--- config.mk ---
export PLATFORM = sky130hd
export DESIGN_NAME = pkt_sched_arbiter
export DESIGN_NICKNAME = d
export VERILOG_FILES = /design/src/rtl/pkt_sched_arbiter.sv
export SDC_FILE = /design/constraint.sdc
export NUM_CORES = 1
export LEC_CHECK = 0
export CAP_MARGIN = 0
export CORE_AREA = 2 2 162 164
export CTS_CLUSTER_DIAMETER = 120
export CTS_CLUSTER_SIZE = 8
export DETAILED_ROUTE_END_ITERATION = 7
export DIE_AREA = 0 0 164 166
export HOLD_SLACK_MARGIN = 0.1
export PLACE_DENSITY = 0.61
export REMOVE_ABC_BUFFERS = 1
export SYNTH_ARGS = -nofsm -noshare
export SYNTH_HDL_FRONTEND = slang
export SYNTH_SLANG_ARGS = --single-unit
--- constraint.sdc ---
create_clock -name clk -period 4.55 [get_ports clk]
set_input_delay 0.91 -clock clk [delete_from_list [all_inputs] [get_ports clk]]
set_output_delay 0.91 -clock clk [all_outputs]
set_load 0.01 [all_outputs]
--- src/rtl/pkt_sched_arbiter.sv ---
// Round-robin arbiter that turns one granted SRAM request into a head/body/tail
// flit packet for the outbound flit FIFO, honouring FIFO backpressure.
module pkt_sched_arbiter #(
    parameter int NREQ = 4
) (
    input  logic                 clk,
    input  logic                 reset,
    input  logic [NREQ-1:0]      req,
    input  logic [8*NREQ-1:0]    req_src,
    input  logic [8*NREQ-1:0]    req_dest,
    input  logic [16*NREQ-1:0]   req_data,
    input  logic                 fifo_full,
    output logic [NREQ-1:0]      grant,
    output logic [255:0]         flit_out,
    output logic                 write_enable,
    output logic                 busy,
    output logic [2:0]           cur_id,
    output logic [15:0]          pkt_count
);

    typedef enum logic [1:0] {IDLE, HEAD, BODY, TAIL} state_t;

    state_t          state_q, state_d;
    logic [2:0]      last_q, last_d;
    logic [2:0]      cur_id_q, cur_id_d;
    logic [NREQ-1:0] grant_q, grant_d;
    logic [255:0]    flit_q, flit_d;
    logic            we_q, we_d;
    logic [15:0]     pkt_count_q, pkt_count_d;
    logic [7:0]      src_q, src_d;
    logic [7:0]      dest_q, dest_d;
    logic [15:0]     data_q, data_d;

    logic [7:0]      req_pad;
    logic [3:0]      rr_sum;
    logic            win_found;
    logic [2:0]      win_idx;
    logic [7:0]      sel_src;
    logic [7:0]      sel_dest;
    logic [15:0]     sel_data;
    logic [NREQ-1:0] sel_grant;

    // Requests padded to 8 so a 3-bit rotating index is always in range.
    always_comb begin
        req_pad = '0;
        req_pad[NREQ-1:0] = req;
    end

    always_comb begin
        win_found = 1'b0;
        win_idx   = 3'd0;
        rr_sum    = 4'd0;
        for (int off = 1; off <= NREQ; off++) begin
            rr_sum = {1'b0, last_q} + 4'(off);
            if (rr_sum >= 4'(NREQ)) begin
                rr_sum = rr_sum - 4'(NREQ);
            end
            if (!win_found && req_pad[rr_sum[2:0]]) begin
                win_found = 1'b1;
                win_idx   = rr_sum[2:0];
            end
        end
    end

    always_comb begin
        sel_src   = '0;
        sel_dest  = '0;
        sel_data  = '0;
        sel_grant = '0;
        for (int i = 0; i < NREQ; i++) begin
            if (win_idx == 3'(i)) begin
                sel_src      = req_src[8*i +: 8];
                sel_dest     = req_dest[8*i +: 8];
                sel_data     = req_data[16*i +: 16];
                sel_grant[i] = 1'b1;
            end
        end
    end

    always_comb begin
        state_d     = state_q;
        last_d      = last_q;
        cur_id_d    = cur_id_q;
        grant_d     = '0;
        flit_d      = flit_q;
        we_d        = 1'b0;
        pkt_count_d = pkt_count_q;
        src_d       = src_q;
        dest_d      = dest_q;
        data_d      = data_q;
        case (state_q)
            IDLE: begin
                if (win_found) begin
                    last_d   = win_idx;
                    cur_id_d = win_idx;
                    grant_d  = sel_grant;
                    src_d    = sel_src;
                    dest_d   = sel_dest;
                    data_d   = sel_data;
                    state_d  = HEAD;
                end
            end
            HEAD: begin
                if (!fifo_full) begin
                    flit_d  = {8'h00, src_q, dest_q, 224'b0};
                    we_d    = 1'b1;
                    state_d = BODY;
                end
            end
            BODY: begin
                if (!fifo_full) begin
                    flit_d  = {16{data_q}};
                    we_d    = 1'b1;
                    state_d = TAIL;
                end
            end
            TAIL: begin
                if (!fifo_full) begin
                    flit_d      = {240'b0, 16'hFFFF};
                    we_d        = 1'b1;
                    pkt_count_d = pkt_count_q + 16'd1;
                    state_d     = IDLE;
                end
            end
            default: state_d = IDLE;
        endcase
    end

    always_ff @(posedge clk or posedge reset) begin
        if (reset) begin
            state_q     <= IDLE;
            last_q      <= 3'(NREQ - 1);
            cur_id_q    <= 3'd0;
            grant_q     <= '0;
            flit_q      <= '0;
            we_q        <= 1'b0;
            pkt_count_q <= 16'd0;
        end else begin
            state_q     <= state_d;
            last_q      <= last_d;
            cur_id_q    <= cur_id_d;
            grant_q     <= grant_d;
            flit_q      <= flit_d;
            we_q        <= we_d;
            pkt_count_q <= pkt_count_d;
        end
    end

    // Operand latches need no reset: they are only read after a grant loads them.
    always_ff @(posedge clk) begin
        src_q  <= src_d;
        dest_q <= dest_d;
        data_q <= data_d;
    end

    assign grant        = grant_q;
    assign flit_out     = flit_q;
    assign write_enable = we_q;
    assign busy         = (state_q != IDLE);
    assign cur_id       = cur_id_q;
    assign pkt_count    = pkt_count_q;

endmodule

==> out/summary.txt <==
count of input and output buffers -> 415
Clock Sink Count -> 108
first-pass GRT wire length -> 30,200 um
WL final -> 20,400 um
clock root buffer -> clkbuf_16
Seq/Total Area, Yosys -> 41.5%
Setup-failing EPs final -> 0
most used flip-flop cell after synthesis -> dfrtp_1
Synth Area per Inst -> 10.9 um2
element type at the critical path end -> flip-flop
max_cap viols -> 0
Slew headroom -> 30.0%
FF+latch area -> 0.00287 mm2
height of the die -> 166 um
GPL Wtd Cong -> 0.864
Antenna Nets Post-Route -> 0
Leakage -> 3.89 nW
HP Start -> pkt_count[15]$_DFFE_PP0P_
max-slew violation count -> 0
Fin. Hold Viols -> 0
CP required -> 4.63 ns
Syn Inst Count -> 631
Worst Tran Pin Value -> 1.05 ns
VDD IR max -> 0.328 mV
area of the multi-input gates -> 0.00230 mm2
count of different cell masters after synthesis -> 51
slowest CP cell -> dfstp_2
status -> finished clean
Num CTS Buffers -> 9
f_max -> 279 MHz
Final HPWL DP -> 15,300 um
EDFF count, synth -> 32
CP cell instances -> inv_1 -> ha_1 -> mux4_2 -> o21a_1 -> or3_1 -> o2111ai_4 -> buf_12 -> mux4_1
Top Ports -> 416
Filler cells -> 2,429
DIE AREA -> 0.0272 mm2
vias -> 5,117
core footprint -> 0.0256 mm2
worst clock skew -> 0.0136 ns
flops & latches, synth -> 108
R2R setup slack -> 0.97 ns
Clock Tree Buf Depth -> 2
Tmin final -> 3.58 ns
post-CTS sizing -> 0
Critical Path Start Type -> flip-flop
critical path class -> flip-flop to flip-flop
gr usage total -> 14.6%
synth warn -> 0
Initial Util -> 27.0%
antenna violations before repair -> 0
DR vias/cell -> 4.39
Critical Path Max Stage Delay -> 0.61 ns
Die Width -> 164 um
PD cells -> 667 mW/mm2
R2R cell count -> 8
CP bufs+invs -> 2
first-pass iteration count of the detailed router -> 4
Synth Cell Area -> 0.00691 mm2
nets -> 967
HP Class -> flip-flop to flip-flop
clk slew on worst S/H paths -> 0.08 ns
largest net degree at the start of global routing -> 77
hold depth -> 1
FF-to-FF Start -> last_q[1]$_DFFE_PP1P_
worst setup margin -> 0.971 ns
Largest delay share family, worst path -> multiplexers
Design Power -> 6.78 mW
Reg-to-Reg End -> src_q[7]$_DFFE_PP_
final worst-path cycle share -> 78.7%
fraction of registers with async set or reset after synthesis -> 70.4%
ant diodes -> 0
global route total overflow -> 0
Starting DRT DRC Count -> 210
DR WL/cell -> 17.5 um
Hold Buf Count CTS -> 0
Place WS -> 0.618 ns
clk_lat worst skew -> 0.36 ns
worst hold path endpoint -> pkt_count[15]$_DFFE_PP0P_
crit path DAT -> 3.66 ns
Area Growth Syn to Fin -> 47.1%
CTS tree -> yes
row cnt -> 59
drt drc -> 0
vias in the first global route -> 4,973
RSZ-0062 raised after global routing -> no
layout cells sized above 1 -> 6.39%
Max FO, Critical Path -> 27
H-tree levels -> 3
# Post-CTS Setup Buffers -> 0
cell type report:
cell class,instances,area share [%]
Tap cell,335,4.13
Clock buffer,10,2.35
Inverter,10,0.394
Sequential cell,108,28.2
Timing Repair Buffer,421,41.8
Clock inverter,6,0.456
Multi-Input combinational cell,275,22.6
per-layer routing:
| layer | track usage, % | vias to the layer above | share of wire [%] |
|---|---|---|---|
| li1 | - | 2382 | - |
| met3 | 3.10 | 19 | 6.5 |
| met4 | 4.69 | 0 | 1.9 |
| met2 | 25.5 | 258 | 51 |
| met1 | 17.9 | 2458 | 41 |
| met5 | 0 | - | 0 |
stage by stage:
stage	hold WS (ns)	std cells	instance area, um2	setup TNS, ns	util, %
global route	0.498	1165	10200	0	39.7
global placement	0.461	1149	9870	0	38.5
detailed placement	0.460	1149	9870	0	38.5
finish	0.471	1165	10200	0	39.7
floorplan	0.474	393	5150	-6.50	-
CTS	0.477	1165	10200	0	39.7
cells in the final DEF (no fill, tap or decap), types with 3 or more instances in the layout:
| cell | synthesis | layout |
|---|---|---|
| mux4_2 | 9 | 9 |
| buf_12 | 3 | 4 |
| xor2_1 | 4 | 4 |
| a221oi_1 | 16 | 16 |
| mux2_2 | 7 | 7 |
| clkdlybuf4s50_1 | 0 | 415 |
| nand2_1 | 57 | 57 |
| xnor2_1 | 11 | 11 |
| ha_1 | 7 | 6 |
| mux4_1 | 24 | 24 |
| nand3_1 | 20 | 19 |
| clkbuf_16 | 0 | 9 |
| a21oi_1 | 19 | 19 |
| nor2_1 | 43 | 41 |
| edfxtp_1 | 32 | 32 |
| nand2b_1 | 3 | 3 |
| nand4_1 | 5 | 5 |
| dfrtp_1 | 74 | 74 |
| inv_1 | 10 | 9 |
| o21ai_0 | 19 | 19 |
power by group:
part           leakage (nW)  switching [mW]  internal (mW)
sequential             1.27           0.375           1.57
clock                 0.142           0.380          0.392
combinational          2.48            1.92           2.15
total                  3.89            2.68           4.10
registers in the layout, summed over array words and instances (netlist names), 2 cells and up:
| signal | flops |
|---|---|
| pkt_count | 16 |
| grant | 4 |
| cur_id | 2 |
| flit_out | 48 |
| last_q | 3 |
| dest_q | 8 |
| state_q | 2 |
| data_q | 16 |
| src_q | 8 |
cells by family (layout without fill, tap and decap cells):
kind of cell	count (synthesis)	after routing	synth area share, %
fa+ha+maj	7	7	1.27
compound gates	68	68	6.61
buf+inv	248	447	26.0
mux	43	43	13.7
flops	108	108	41.5
simple gates	142	142	9.02
xor+xnor	15	15	1.90
Yosys cell counts, drive strengths merged, types with 2 or more instances:
cell / instances / area share, %
inv: 10 / 0.54
buf: 218 / 24
a21oi: 20 / 1.6
nor2: 43 / 2.3
ha: 7 / 1.3
edfxtp: 32 / 14
a221oi: 16 / 2.0
mux2: 8 / 1.4
dfrtp: 74 / 27
xor2: 4 / 0.51
nand2b: 3 / 0.27
and3: 2 / 0.20
dfstp: 2 / 0.76
nor2b: 2 / 0.18
nand2: 57 / 3.1
clkbuf: 19 / 1.0
xnor2: 11 / 1.4
nor3: 2 / 0.14
nand3: 20 / 1.4
o21ai: 20 / 1.5
nand4: 5 / 0.45
mux4: 33 / 12
and4: 2 / 0.25
mux2i: 2 / 0.29
or3: 2 / 0.18
worst max path at each step:
stage	startpoint	endpoint	slack, ns	cells past startpoint
6_report	last_q[1]$_DFFE_PP1P_	src_q[7]$_DFFE_PP_	0.97	8
5_1_grt	last_q[0]$_DFFE_PP1P_	src_q[7]$_DFFE_PP_	0.79	8
4_1_cts	last_q[0]$_DFFE_PP1P_	src_q[7]$_DFFE_PP_	0.94	8
3_5_place_dp	req[2]	src_q[7]$_DFFE_PP_	0.62	7
3_3_place_gp	req[2]	src_q[1]$_DFFE_PP_	0.67	7
2_1_floorplan	last_q[0]$_DFFE_PP1P_	data_q[0]$_DFFE_PP_	-0.21	6
(Power assumes the default switching activity.)
